==> config.mk <==
export PLATFORM = sky130hd
export DESIGN_NAME = ras_driver
export DESIGN_NICKNAME = d
export VERILOG_FILES = /design/src/rtl/ras_driver.sv
export SDC_FILE = /design/constraint.sdc
export NUM_CORES = 1
export LEC_CHECK = 0
export BUFFER_PORTS_ARGS = -buffer_cell sky130_fd_sc_hd__buf_4
export CORE_ASPECT_RATIO = 1.4
export CORE_MARGIN = 1
export CORE_UTILIZATION = 35
export DETAILED_ROUTE_END_ITERATION = 8
export HOLD_SLACK_MARGIN = 0.1
export PLACE_DENSITY = 0.67
export SLEW_MARGIN = 20
export SYNTH_ARGS = -nofsm -noshare
export SYNTH_HDL_FRONTEND = slang
export SYNTH_SLANG_ARGS = --single-unit
==> constraint.sdc <==
create_clock -name clk -period 9.8 [get_ports clk]
set_input_delay 0.98 -clock clk [delete_from_list [all_inputs] [get_ports clk]]
set_output_delay 0.98 -clock clk [all_outputs]
set_load 0.1 [all_outputs]
==> src/rtl/ras_driver.sv <==
// ras_driver: single-stage fetch/decode register that drives the return address stack.
// Decodes the held instruction as call, return, conditional branch or other, issues the
// stack's push/pop/checkpoint/flush controls and forms the next-PC prediction for fetch.
// Outstanding branch checkpoints are counted so the stack's checkpoint FIFO never overflows.

module ras_driver #(
    parameter int unsigned PC_BITS    = 32,
    parameter int unsigned CKPT_DEPTH = 4
) (
    input  logic               clk,
    input  logic               rst_n,

    input  logic               must_flush,
    input  logic               branch_resolved,

    input  logic               in_valid,
    output logic               in_ready,
    input  logic [PC_BITS-1:0] in_pc,
    input  logic [31:0]        in_instr,

    output logic               out_valid,
    input  logic               out_ready,
    output logic [PC_BITS-1:0] out_pc,
    output logic [31:0]        out_instr,
    output logic [PC_BITS-1:0] out_pred_pc,
    output logic               out_pred_taken,

    output logic               ras_push,
    output logic               ras_pop,
    output logic               ras_is_branch,
    output logic               ras_branch_resolved,
    output logic               ras_flush,
    output logic [PC_BITS-1:0] ras_new_entry,
    input  logic [PC_BITS-1:0] ras_pc,
    input  logic               ras_empty
);

    localparam int unsigned CntW = $clog2(CKPT_DEPTH) + 1;

    localparam logic [6:0] OpJal    = 7'b1101111;
    localparam logic [6:0] OpJalr   = 7'b1100111;
    localparam logic [6:0] OpBranch = 7'b1100011;

    localparam logic [CntW-1:0] CntFull = CntW'(CKPT_DEPTH);

    typedef enum logic [0:0] {
        StRun,
        StRecover
    } state_e;

    // ------------------------------------------------------------------
    // State
    // ------------------------------------------------------------------
    state_e              state_q;
    logic                s1_valid_q;
    logic [PC_BITS-1:0]  s1_pc_q;
    logic [31:0]         s1_instr_q;
    logic [CntW-1:0]     ckpt_cnt_q;

    // ------------------------------------------------------------------
    // Decode of the held instruction
    // ------------------------------------------------------------------
    logic [6:0]          opcode;
    logic [4:0]          rd;
    logic [4:0]          rs1;
    logic                rd_link;
    logic                rs1_link;
    logic                is_jal;
    logic                is_jalr;
    logic                is_call;
    logic                is_ret;
    logic                is_br;
    logic [20:0]         imm_j;
    logic [12:0]         imm_b;
    logic [PC_BITS-1:0]  imm_j_ext;
    logic [PC_BITS-1:0]  imm_b_ext;
    logic [PC_BITS-1:0]  pc_plus4;
    logic [PC_BITS-1:0]  ret_target;

    // Field extraction and classification; every class is qualified by s1_valid.
    always_comb begin
        opcode   = s1_instr_q[6:0];
        rd       = s1_instr_q[11:7];
        rs1      = s1_instr_q[19:15];
        rd_link  = (rd == 5'd1) || (rd == 5'd5);
        rs1_link = (rs1 == 5'd1) || (rs1 == 5'd5);

        is_jal   = s1_valid_q && (opcode == OpJal);
        is_jalr  = s1_valid_q && (opcode == OpJalr);
        is_br    = s1_valid_q && (opcode == OpBranch);
        // A link-writing JALR is a call even if rs1 is also a link (push only).
        is_call  = (is_jal && rd_link) || (is_jalr && rd_link);
        is_ret   = is_jalr && !rd_link && rs1_link;

        imm_j = {s1_instr_q[31], s1_instr_q[19:12], s1_instr_q[20], s1_instr_q[30:21], 1'b0};
        imm_b = {s1_instr_q[31], s1_instr_q[7], s1_instr_q[30:25], s1_instr_q[11:8], 1'b0};
        imm_j_ext = PC_BITS'($signed(imm_j));
        imm_b_ext = PC_BITS'($signed(imm_b));

        // Adds truncate to PC_BITS, so wrap-around is natural.
        pc_plus4   = s1_pc_q + PC_BITS'(4);
        ret_target = ras_pc & ~PC_BITS'(1);
    end

    // ------------------------------------------------------------------
    // Handshake, stall and issue
    // ------------------------------------------------------------------
    logic stall;
    logic issue;
    logic ckpt_inc;
    logic ckpt_dec;

    // Stall holds a branch once every checkpoint slot is in use; a same-cycle
    // resolve only frees the slot on the following cycle since the count is registered.
    always_comb begin
        stall     = is_br && (ckpt_cnt_q == CntFull);
        out_valid = s1_valid_q && !stall && !must_flush && (state_q == StRun);
        issue     = out_valid && out_ready;
        in_ready  = rst_n && (state_q == StRun) && !must_flush && (!s1_valid_q || issue);
        ckpt_inc  = issue && is_br;
        ckpt_dec  = branch_resolved && (ckpt_cnt_q != '0);
    end

    // ------------------------------------------------------------------
    // Prediction
    // ------------------------------------------------------------------
    logic [PC_BITS-1:0] pred_pc;
    logic               pred_taken;

    // Next-PC prediction: JAL target, stack top on a return, BTFN for branches.
    always_comb begin
        pred_pc    = pc_plus4;
        pred_taken = 1'b0;
        if (is_jal) begin
            pred_pc    = s1_pc_q + imm_j_ext;
            pred_taken = 1'b1;
        end else if (is_ret && !ras_empty) begin
            pred_pc    = ret_target;
            pred_taken = 1'b1;
        end else if (is_br && imm_b[12]) begin
            pred_pc    = s1_pc_q + imm_b_ext;
            pred_taken = 1'b1;
        end
    end

    // ------------------------------------------------------------------
    // Outputs
    // ------------------------------------------------------------------
    // Data buses read zero while the stage is empty; stack strobes fire only on issue.
    always_comb begin
        out_pc         = s1_valid_q ? s1_pc_q    : '0;
        out_instr      = s1_valid_q ? s1_instr_q : '0;
        out_pred_pc    = s1_valid_q ? pred_pc    : '0;
        out_pred_taken = s1_valid_q && pred_taken;

        ras_push      = issue && is_call;
        // Never pop an empty stack; a return then just falls through to pc+4.
        ras_pop       = issue && is_ret && !ras_empty;
        ras_is_branch = issue && is_br;
        ras_new_entry = s1_valid_q ? pc_plus4 : '0;

        ras_flush           = must_flush;
        // A flush supersedes a same-cycle resolve: the stack restores from its flush path.
        ras_branch_resolved = ckpt_dec && !must_flush;
    end

    // ------------------------------------------------------------------
    // Sequential: FSM, pipeline register and checkpoint counter
    // ------------------------------------------------------------------
    // Flush wins over every other event: it empties the stage, clears the count and
    // parks the FSM in RECOVER for a cycle so the stack top settles.
    always_ff @(posedge clk or negedge rst_n) begin
        if (!rst_n) begin
            state_q    <= StRun;
            s1_valid_q <= 1'b0;
            s1_pc_q    <= '0;
            s1_instr_q <= '0;
            ckpt_cnt_q <= '0;
        end else if (must_flush) begin
            state_q    <= StRecover;
            s1_valid_q <= 1'b0;
            ckpt_cnt_q <= '0;
        end else begin
            unique case (state_q)
                StRun:     state_q <= StRun;
                StRecover: state_q <= StRun;
                default:   state_q <= StRun;
            endcase

            if (in_valid && in_ready) begin
                s1_valid_q <= 1'b1;
                s1_pc_q    <= in_pc;
                s1_instr_q <= in_instr;
            end else if (issue) begin
                s1_valid_q <= 1'b0;
            end

            if (ckpt_inc && !ckpt_dec) begin
                ckpt_cnt_q <= ckpt_cnt_q + CntW'(1);
            end else if (ckpt_dec && !ckpt_inc) begin
                ckpt_cnt_q <= ckpt_cnt_q - CntW'(1);
            end
        end
    end

endmodule

==> run summary, run 1 <==
At the pin with the least slew margin, the transition time is 0.9990 ns. The signed area change from the synthesized netlist to the final layout is 28.78%. The number of warnings printed during yosys synthesis came out at 0. The number of pins with negative max-slew slack in the final report is 0. For this design the static power due to leakage is 4.565 nW.

In this run the tool buffered the top-level ports with 237 buffer cells. STA classifies the critical path endpoint as a primary output. The count of boundary I/O pins is 239.

The mean area per synthesized cell came out at 8.231 um2. Sorting the synthesized cells by how often they occur yields 86 x and2_1, 74 x a21oi_1, 71 x mux2_2, 70 x nor2_1, 69 x dfrtp_1. The number of gates resized after CTS is 0.

The number of sinks driven by the clock tree is 69. The count of antenna diodes in the layout is 0. The worst IR drop on VDD came out at 0.00008518 V.

The starting utilization of the core area came out at 35.63%. The cell count after placement is 1369. For this run, global-route usage on met2 was measured as 43.78%. In the final timing run, aggregate negative setup slack is 0 ns. The weighted congestion reported at the end of routability-driven placement is 0.9369. The number of cells produced by synthesis is 918.

The top cell type by area accounts for 22.85% of the synthesized area. The total congestion overflow after global routing is 0. The aggregate routed wire length came out at 28070 um.

The via-per-instance ratio came out at 5.730. The number of fill cells in the layout is 2123. Static timing analysis puts the maximum clock frequency at 183.5 MHz. Across every metal layer, demand over resource in global routing totals 25.35%. The largest net degree at the start of global routing came out at 68.

The flow ran to the end, and the final reports show no timing, DRC or antenna violations. Setup violations remaining at the end of the flow were counted as 0. The detailed-routing iteration count for the pre-antenna-repair pass is 5. The number of hold violations in the final report came out at 0. The dominant cell type by area after synthesis is dfrtp_1. The maximum level of the CTS H-tree is 3. The number of antenna violations at the first check in global routing is 0. The final worst clock skew came out at 0.009048 ns. The count of flip-flops with a built-in enable after synthesis is 0. The global-route layer with the greatest usage is met2. The critical path data required time is 8.82 ns. The number of distinct library cells after synthesis is 70. The horizontal die dimension came out at 126.2 um.

The layout cell share with drive strength beyond 1 is 31.17%. The first global-routing pass estimated 43250 um of wire. In this run the worst setup path begins at s1_pc_q[2]$_DFFE_PN0P_. The met1 usage came out at 29.18%. The power density of the placed cells is 225.0 mW/mm2. The startpoint of the lowest-slack register-to-register path is s1_valid_q$_DFFE_PN0P_.

After floorplanning, the core was sized to cover 0.02120 mm2. In the post-synthesis netlist, the biggest area contributors are dfrtp_1 23%, mux2_2 11%, ha_1 7.3%, and2_1 7.1%, a21oi_1 4.9%. Measured along the y axis, the die boundary spans 175.9 um. The CTS clock-pin slew for the worst setup and hold paths came out at 0.06 ns. The detailed-route via count is 7924. Detailed placement ended at an HPWL of 21820 um.

The netlist area before placement is 0.007556 mm2. The critical path in this run is classified as flip-flop to primary output. The number of nets in the final layout is 1270. The final period utilization came out at 55.62%. The critical path ends at out_pred_pc[29]. For this run, design rule violations remaining after detail routing come to 0. The register-to-register setup slack came out at 6.16 ns. Setup repair after global routing left no endpoint under its margin.

The footprint of the multi-input gates is 0.005512 mm2. The root buffer selected by CTS is clkbuf_16. The endpoint of the worst register-to-register path is s1_instr_q[16]$_DFFE_PN0P_.

The total setup buffers inserted after CTS is 0. At the later pin of the worst-skew pair, clock insertion delay measures 0.35 ns. After floorplanning, the core was divided into 63 placement rows. The number of global-route vias before repair is 7792. The most instantiated library cell after synthesis is and2_1. The routed length per placed instance is 20.30 um. TritonCTS built the clock tree.

The met3 capacity usage during global routing is 5.605%. The most instantiated flip-flop cell in the synthesis netlist is dfrtp_1. The post-synthesis sequential area ratio is 22.85%.

The post-synthesis sequential element count is 69. The finished layout holds 1383 standard cells, fillers aside. The max-capacitance violation count came out at 0. The die covers 0.02219 mm2. The arrival time of the worst setup path came out at 4.47 ns. Of all flip-flops after synthesis, the portion carrying an async set or reset was 100.0%. In this run, post-CTS hold repair placed 0 buffers. The number of cells on the worst reg-to-reg path came out at 9. The worst setup path is launched from a flip-flop. The area taken by flip-flops and latches is 0.001728 mm2. The number of antenna-violating nets in the routed design came out at 0. The relative slew slack came out at 32.46%. The longest clock path from root to sink contains 2 buffers. Of all nets on the critical path, the largest fanout is 12. The worst hold path belongs to the class flip-flop to flip-flop.

The DRC marker count from the first detailed-route iteration came out at 557. The CTS buffer count is 9. The number of nets in the synthesized netlist is 1068. The post-layout minimum cycle time came out at 5.451 ns.
[placed cells by master, fill, tap and decap left out, types with 3 or more instances in the layout]
master	n
clkbuf_16	9
and2_1	86
o31a_1	3
mux2i_1	12
buf_4	241
nand4_1	12
a21oi_1	74
nor2b_1	15
nand3_2	3
xnor2_1	30
nor2_1	70
dfrtp_1	68
o21ai_0	56
a21boi_0	6
or3_1	7
a211oi_1	9
a21o_1	29
inv_1	19
ha_1	44
and4_1	5
and3_1	17
nand2b_1	6
o211ai_1	10
a31o_2	3
nor3_1	20
o31ai_1	3
o221ai_1	9
nand2_1	51
o22ai_1	7
o21bai_1	7
fa_1	3
xor2_1	29
nand3_1	31
mux2_2	71
a31oi_1	10
[per-stage QoR]
| step | hold slack, ns | setup slack [ns] | total power, mW | area (um2) | utilization (%) |
|---|---|---|---|---|---|
| after detailed placement | 0.4941 | 4.615 | 1.847 | 9449 | 44.56 |
| after global routing | 0.5194 | 4.080 | 2.339 | 9731 | 45.89 |
| final | 0.5049 | 4.349 | 2.189 | 9731 | 45.89 |
| after floorplan | 0.4712 | 2.271 | 1.521 | 7556 | - |
| after CTS | 0.5064 | 4.433 | 2.185 | 9731 | 45.89 |
| after global placement | 0.4843 | 4.626 | 1.836 | 9449 | 44.56 |
[sequential cells by signal, summed over array words and instances (netlist names)]
register and cells:
s1_instr_q 32, s1_pc_q 32, ckpt_cnt_q 3, s1_valid_q 1
state_q 1
[worst max-delay path, cell delays in order, from the launching register on]
cell and delay, ns:
dfrtp_1 0.57, fa_1 0.54, a21o_1 0.18, a21oi_1 0.25, o21ai_0 0.18, a2111oi_1 0.79, o21ai_0 0.24, a21oi_1 0.54
mux2i_1 0.24, o21ai_0 0.09, nor2_1 0.18, buf_4 0.31
[per-layer routing]
layer | vias up | routed length (um)
li1 | 3752 | -
met1 | 3775 | 10960
met2 | 333 | 13940
met3 | 64 | 1976
met4 | 0 | 1191
met5 | - | 0
[logic make-up after synthesis]
kind of cell | synth area share [%]
xor gates and xnor gates | 6.839
buffers and inverters | 4.239
DFF | 22.85
AOI/OAI and AO/OA | 21.92
and+or+nand+nor | 23.89
muxes | 12.17
adders and majority gates | 8.081
[cell type report]
class	count	share of cell area [%]
clock buffers	12	2.533
well taps	260	3.343
repair buffers	241	18.59
clock inverters	2	0.3600
multi-input cells	779	56.64
flip-flops and latches	69	17.76
inverters	20	0.7715
[power breakdown]
part / total (mW) / internal (mW) / switching (mW)
registers: 0.484 / 0.355 / 0.129
logic: 1.38 / 0.521 / 0.860
clock network: 0.325 / 0.201 / 0.124
total: 2.19 / 1.08 / 1.11
[worst min path at each step]
stage | from | endpoint | slack, ns | cells past startpoint
floorplan | s1_pc_q[0]$_DFFE_PN0P_ | s1_pc_q[0]$_DFFE_PN0P_ | 0.47 | 1
CTS | s1_instr_q[31]$_DFFE_PN0P_ | s1_instr_q[31]$_DFFE_PN0P_ | 0.51 | 1
global route | s1_pc_q[0]$_DFFE_PN0P_ | s1_pc_q[0]$_DFFE_PN0P_ | 0.52 | 1
finish | s1_instr_q[31]$_DFFE_PN0P_ | s1_instr_q[31]$_DFFE_PN0P_ | 0.50 | 1
detailed placement | s1_instr_q[31]$_DFFE_PN0P_ | s1_instr_q[31]$_DFFE_PN0P_ | 0.49 | 1
global placement | s1_pc_q[0]$_DFFE_PN0P_ | s1_pc_q[0]$_DFFE_PN0P_ | 0.48 | 1
(Power assumes the default switching activity.)
==> inputs of run 2 (changes only) <==
--- a/config.mk
+++ b/config.mk
@@ -11,7 +11,7 @@
 export CORE_UTILIZATION = 35
 export DETAILED_ROUTE_END_ITERATION = 8
 export HOLD_SLACK_MARGIN = 0.1
-export PLACE_DENSITY = 0.67
+export PLACE_DENSITY = 0.7
 export SLEW_MARGIN = 20
 export SYNTH_ARGS = -nofsm -noshare
 export SYNTH_HDL_FRONTEND = slang
==> constraint.sdc (replaced) <==
create_clock -name clk -period 4.7 [get_ports clk]
set_input_delay 0.47 -clock clk [delete_from_list [all_inputs] [get_ports clk]]
set_output_delay 0.47 -clock clk [all_outputs]
set_load 0.1 [all_outputs]
==> run summary, run 2 (same netlist as run 1, synthesis figures left out) <==
The run finished with clean final reports. The horizontal die dimension is 126.2 um. Before antenna repair, the detailed router went through 5 iterations. The placed wire-length estimate after detailed placement came out at 22090 um. The CTS clock-pin slew for the worst setup and hold paths came out at 0.06 ns.

The final design utilization came out at 46.65%. The number of antenna violations at the first check in global routing came out at 0. For this run, the slowest stage of the critical path takes 0.46 ns. The largest registers in the layout are s1_instr_q (32), s1_pc_q (32), ckpt_cnt_q (3). The largest net degree at the start of global routing came out at 117.

The commonest non-fill, non-tap cell in the layout is buf_4. The die is 175.9 um tall. The post-layout minimum cycle time is 4.465 ns. The total power draw came out at 4.631 mW. The number of global-route vias before repair is 7798.

Setup repair after global routing left no endpoint under its margin. The detailed-route via count is 7929. The classification of the worst-slack hold path is input port to flip-flop.

The count of input and output buffers came out at 237. The final number of setup-violating endpoints is 0. The final period utilization is 94.99%. At the later pin of the worst-skew pair, clock insertion delay measures 0.34 ns. The number of buffers between clock root and the deepest sink is 2. The total congestion overflow after global routing is 0. The first global-routing pass estimated 43080 um of wire. The number of hold violations in the final report was 0. For the pin with the worst max-slew slack, the measured transition is 0.9910 ns. The leakage power is 4.646 nW. For the worst setup path, the data arrival time is 3.99 ns. The total setup buffers inserted after CTS is 0. The placed standard-cell area is 0.009572 mm2.

The slowest stage cell on the critical path is a2111oi_4. The relative slew slack came out at 33.93%. The number of rows in the core area is 63.

The critical path data required time came out at 4.23 ns. The number of sinks driven by the clock tree came out at 69. The die covers 0.02219 mm2. The final setup TNS came out at 0 ns. The number of nets in the final layout is 1283. The most critical setup path has its startpoint at s1_instr_q[28]$_DFFE_PN0P_. The area of all placed cells without fillers is 0.009892 mm2. The clock arrives with 0.005845 ns of skew. Using the TritonRoute via totals, the vias-per-cell ratio works out to 5.672. Counting stages on the worst path, the most repeated cell is nor3b_1. The weighted congestion reported at the end of routability-driven placement is 0.9485. From synthesis to final layout, the design area changed by 30.92%.

The type of element capturing the critical path is a primary output. In the final layout, the share of cells above drive strength 1 is 32.78%. The routed length per placed instance came out at 20.24 um. The remaining design rule violation count came out at 0.

TritonCTS built the clock tree. Of all nets on the critical path, the largest fanout is 7. In this run the most critical hold path is launched from must_flush.

Dividing total power by cell area gives a power density of 468.2 mW/mm2. Based on the critical path, the design can be clocked at up to 224.0 MHz. The non-filler instance count after layout came out at 1398. The critical path goes through ha_1 > nand2_1 > a2111oi_4 > a21oi_2 > o21a_1 > nor3b_1 > or3_1 > nor3b_1 > mux2_2 > a21oi_1 > buf_4. The library cells used most frequently in the layout, excluding fill and tap cells, are 253 x buf_4, 86 x and2_1, 72 x a21oi_1. CTS placed an instance of clkbuf_16 at the clock tree root. The number of antenna-violating nets in the routed design is 0. The area of the core is 0.02120 mm2. The max-capacitance violation count is 0. The detailed router finished its first iteration with 575 violations.

The starting utilization of the core area came out at 35.63%. The worst setup path is of the flip-flop to primary output kind. The count of boundary I/O pins came out at 239. The worst IR drop on VDD is 0.0002983 V. The worst setup path is launched from a flip-flop. The count of antenna diodes in the layout is 0. In this run the critical register-to-register path is launched from s1_instr_q[3]$_DFFE_PN0P_.

The combined global-route utilization of all metal layers is 25.18%. Wires add up to 28290 um. The number of hold-repair buffers added at the cts stage is 0. The cell count after placement is 1382. The maximum level of the CTS H-tree came out at 3. TritonCTS created 9 clock buffers. The number of pins with negative max-slew slack in the final report is 0.
## run 2: cell count changes in the layout (fill, tap and decap cells not counted), moves of 2 or more
cell | before | now
nor3_2 | 0 | 2
a21boi_1 | 0 | 3
buf_4 | 241 | 253
a21oi_2 | 2 | 4
a21boi_0 | 6 | 2
a21oi_1 | 74 | 72
nor3_1 | 20 | 18
clkbuf_8 | 1 | 3
## run 2: repair_timing
| item | 4_1_cts | 5_1_grt |
|---|---|---|
| setup endpoints to repair | 0 | 3 |
| endpoints found under the hold margin | 0 | 0 |
| gates resized for setup | 0 | 2 |
## run 2: final timing paths
path                       slack, ns  depth (start not counted)                        end
max                             0.24                         11            out_pred_pc[28]
min reg2reg                     0.52                          1     s1_pc_q[0]$_DFFE_PN0P_
max in group asynchronous       3.72                          2     s1_valid_q$_DFFE_PN0P_
min                             0.30                          1          state_q$_DFF_PN0_
min in group asynchronous       0.34                          2          state_q$_DFF_PN0_
max reg2reg                     1.26                          9  s1_instr_q[7]$_DFFE_PN0P_
## run 2: stage by stage
stage	hold slack [ns]	setup WS [ns]
floorplan	0.1744	-0.09543
global placement	0.4909	0.6487
detailed placement	0.5094	0.6055
CTS	0.2950	0.2184
global route	0.2983	0.01251
finish	0.3005	0.2353
## run 2: critical path: cells and delay by family, from the launching register on
family | cells | cell delay, ns
buf+inv | 1 | 0.31
mux | 1 | 0.38
compound gates | 4 | 1.00
flops | 1 | 0.41
fa+ha+maj | 1 | 0.44
simple gates | 4 | 1.11
## run 2: layer usage
layer	part of all wire [%]	vias up	global-route usage, %
met5	0	-	0
met4	4.2	0	13.20
li1	-	3772	-
met2	50	323	44.61
met1	39	3763	28.54
met3	6.7	71	4.721
## run 2: cell type report
class,count,area (um2)
Clock buffer,13,270.3
Fill cell,2061,11310
Multi-Input combinational cell,779,5540
Tap cell,260,325.3
Timing Repair Buffer,254,1911
Clock inverter,3,42.54
Inverter,20,75.07
Sequential cell,69,1728
## run 2: power breakdown
part,switching (mW),total [mW],internal [mW],leakage [nW]
clock network,0.257,0.710,0.453,0.152
registers,0.261,1.00,0.740,0.834
logic,1.81,2.92,1.11,3.66
total,2.32,4.63,2.31,4.65
==> inputs of run 3 (changes only) <==
==> config.mk (replaced) <==
export PLATFORM = sky130hd
export DESIGN_NAME = ras_driver
export DESIGN_NICKNAME = d
export VERILOG_FILES = /design/src/rtl/ras_driver.sv
export SDC_FILE = /design/constraint.sdc
export NUM_CORES = 1
export LEC_CHECK = 0
export CORE_ASPECT_RATIO = 1.4
export CORE_MARGIN = 1
export CORE_UTILIZATION = 35
export DETAILED_ROUTE_END_ITERATION = 8
export DONT_BUFFER_PORTS = 1
export HOLD_SLACK_MARGIN = 0.1
export PLACE_DENSITY = 0.6
export SLEW_MARGIN = 0
export SYNTH_ARGS = -nofsm -noshare
export SYNTH_HDL_FRONTEND = slang
export SYNTH_SLANG_ARGS = --single-unit
==> run summary, run 3 (same netlist as run 1, synthesis figures left out) <==
The number of global-route vias before repair came out at 7174. The leakage power came out at 3.763 nW. STA classifies the critical path endpoint as a primary output. The initialized floorplan defines 63 standard-cell rows. The number of pins with negative max-slew slack in the final report is 0. In the routed layout, each cell is associated on average with a via count of 5.936.

The number of nets in the final layout came out at 1099. In this run, CTS created clock tree buffers numbering 9. Setup violations remaining at the end of the flow were counted as 0. The number of antenna-violating nets in the routed design came out at 0. In this run the critical register-to-register path is captured at s1_instr_q[7]$_DFFE_PN0P_.

In the finished design, the share of the clock period the worst path needs comes to 95.75%. The placed wire-length estimate after detailed placement came out at 21550 um. Leaving out fill and tap cells, the most frequent cells in the layout are 84 x and2_1, 71 x mux2_2, 68 x dfrtp_1. The cell count of the worst hold path came out at 0.

Detailed routing placed a total of 13590 um of wire on met2. The critical path in this run is classified as flip-flop to primary output. After detailed routing, the number of remaining DRC violations is 0. The core region is 0.02120 mm2.

Setup repair after global routing left no endpoint under its margin. At the worst endpoint, the arrival time is 4.03 ns. The met1 wire length came out at 10470 um. At the end of routability-driven placement, the weighted congestion stood at 0.9302. The achievable frequency came out at 222.2 MHz.

The total congestion overflow after global routing is 0. Across all hold checks on the routed design, the worst slack comes to 0.1536 ns. The final worst clock skew is 0.01042 ns. In the detailed route, the total length drawn on met3 is 1923 um. The total setup buffers inserted after CTS came out at 0.

The library cell used most frequently in the layout, excluding fill and tap cells, is and2_1. The detailed-routing iteration count for the pre-antenna-repair pass is 5. For the pin with the worst max-slew slack, the measured transition is 1.076 ns. The classification of the worst-slack hold path is input port to flip-flop. The area of the die is 0.02219 mm2. The number of buffers between clock root and the deepest sink is 2. The worst setup path is launched from a flip-flop.

The maximum level of the CTS H-tree came out at 3. After clock tree synthesis, the clock-pin slew on the worst setup and hold paths is 0.06 ns. The starting utilization of the core area came out at 35.63%. The number of cells on the worst reg-to-reg path came out at 10. The relative slew slack is 27.97%. The flow ran to the end, and the final reports show no timing, DRC or antenna violations. The worst-skew pair later-pin latency came out at 0.35 ns. The count of boundary I/O pins came out at 239. The max-capacitance violation count is 0. The horizontal die dimension is 126.2 um. In this run the vertical extent of the chip is 175.9 um. The first-pass GRT wire length came out at 41340 um.

The root buffer selected by CTS is clkbuf_16. The uppermost layer routed is met4. The smallest setup slack after layout is 0.1997 ns. Power spread over the standard cell area amounts to 532.5 mW/mm2. OpenSTA, run right after detailed placement, puts the worst setup slack at 0.5948 ns.

The maximum fanout along the worst path is 5. The area growth from synthesis to layout is 16.76%. The post-layout minimum cycle time came out at 4.500 ns. The critical path data required time is 4.23 ns. The number of antenna violations at the first check in global routing came to 1. The register-to-register setup slack is 1.18 ns. The routed length per placed instance is 22.62 um. The count of input and output buffers came out at 0. In this run, the number of DRC markers left after iteration 0 of detailed routing was 437. The combined global-route utilization of all metal layers is 24.67%. The largest net degree at the start of global routing came out at 70.

The number of hold violations in the final report came out at 0. The final setup TNS came out at 0 ns. The layout cell share with drive strength beyond 1 came out at 24.00%. The worst IR drop on VDD is 0.0002118 V.

The aggregate routed wire length is 27480 um. The hold-critical path endpoint is state_q$_DFF_PN0_. The startpoint of the lowest-slack register-to-register path is s1_instr_q[3]$_DFFE_PN0P_. TritonCTS built the clock tree. The largest registers in the layout are s1_instr_q (32), s1_pc_q (32), ckpt_cnt_q (3).

Detailed routing inserted a total of 7212 vias. In this run the most critical hold path is launched from must_flush. The number of sinks driven by the clock tree is 69. Cells fill 41.61% of the core in the end.
## run 3: cell count changes in the layout (fill, tap and decap cells not counted), moves of 3 or more
cell and delta:
nor2_1 -5, nor2b_1 -11, a21oi_1 -9, a21boi_2 +5, nor2b_2 +11, nor2_2 +5, buf_16 +4, nor3_1 -3
buf_4 -190, a21boi_1 -3, a21oi_2 +9
## run 3: area by class of cell
type                            count  area (um2)
Inverter                           20       75.07
Clock buffer                       11       252.7
Sequential cell                    69        1730
Fill cell                        2123       12380
Clock inverter                      5       106.4
Tap cell                          260       325.3
Timing Repair Buffer               70       624.3
Antenna cell                        1       2.502
Multi-Input combinational cell    779        5705
## run 3: how the worst max path moves through the flow
stage	startpoint	end	slack (ns)	depth (start not counted)
2_1_floorplan	s1_pc_q[2]$_DFFE_PN0P_	out_pred_pc[26]	-0.1	8
3_3_place_gp	s1_pc_q[1]$_DFFE_PN0P_	out_pred_pc[17]	0.55	13
3_5_place_dp	s1_pc_q[1]$_DFFE_PN0P_	out_pred_pc[17]	0.59	13
4_1_cts	s1_pc_q[1]$_DFFE_PN0P_	out_pred_pc[17]	0.20	13
5_1_grt	s1_pc_q[1]$_DFFE_PN0P_	out_pred_pc[17]	0.004	13
6_report	s1_pc_q[1]$_DFFE_PN0P_	out_pred_pc[17]	0.20	13
## run 3: metal layers
metal	vias up	GRT usage, %
li1	3399	-
met4	0	15.61
met3	70	5.483
met2	296	41.97
met5	-	0
met1	3447	27.86
## run 3: repair_timing
action,4_1_cts,5_1_grt
hold buffers,2,0
resized for setup,0,1
setup endpoints to repair,0,1
endpoints found under the hold margin,69,0
## run 3: report_power, final
part	internal [mW]	total (mW)	switching, mW
sequential	0.740	0.998	0.258
combinational	1.04	2.88	1.83
clock	0.548	0.824	0.275
total	2.33	4.70	2.37
## run 3: critical path, stage by stage (launching register included)
cell and delay, ns:
dfrtp_1 0.44, ha_1 0.26, fa_1 0.41, a21o_1 0.18, a21oi_1 0.28, o21ai_0 0.20
a2111oi_1 0.49, buf_4 0.20, nor2b_1 0.08, a311o_1 0.38, xor2_1 0.19, nor2_1 0.10
a211oi_4 0.23, buf_6 0.25
## run 3: metrics by stage
stage                     instances  power, mW  cell area [um2]
final                          1215      4.697             8822
after floorplan                 918      3.176             7581
after CTS                      1214      4.696             8816
after detailed placement       1196      3.828             8419
after global placement         1196      3.800             8419
after global routing           1215      5.012             8822
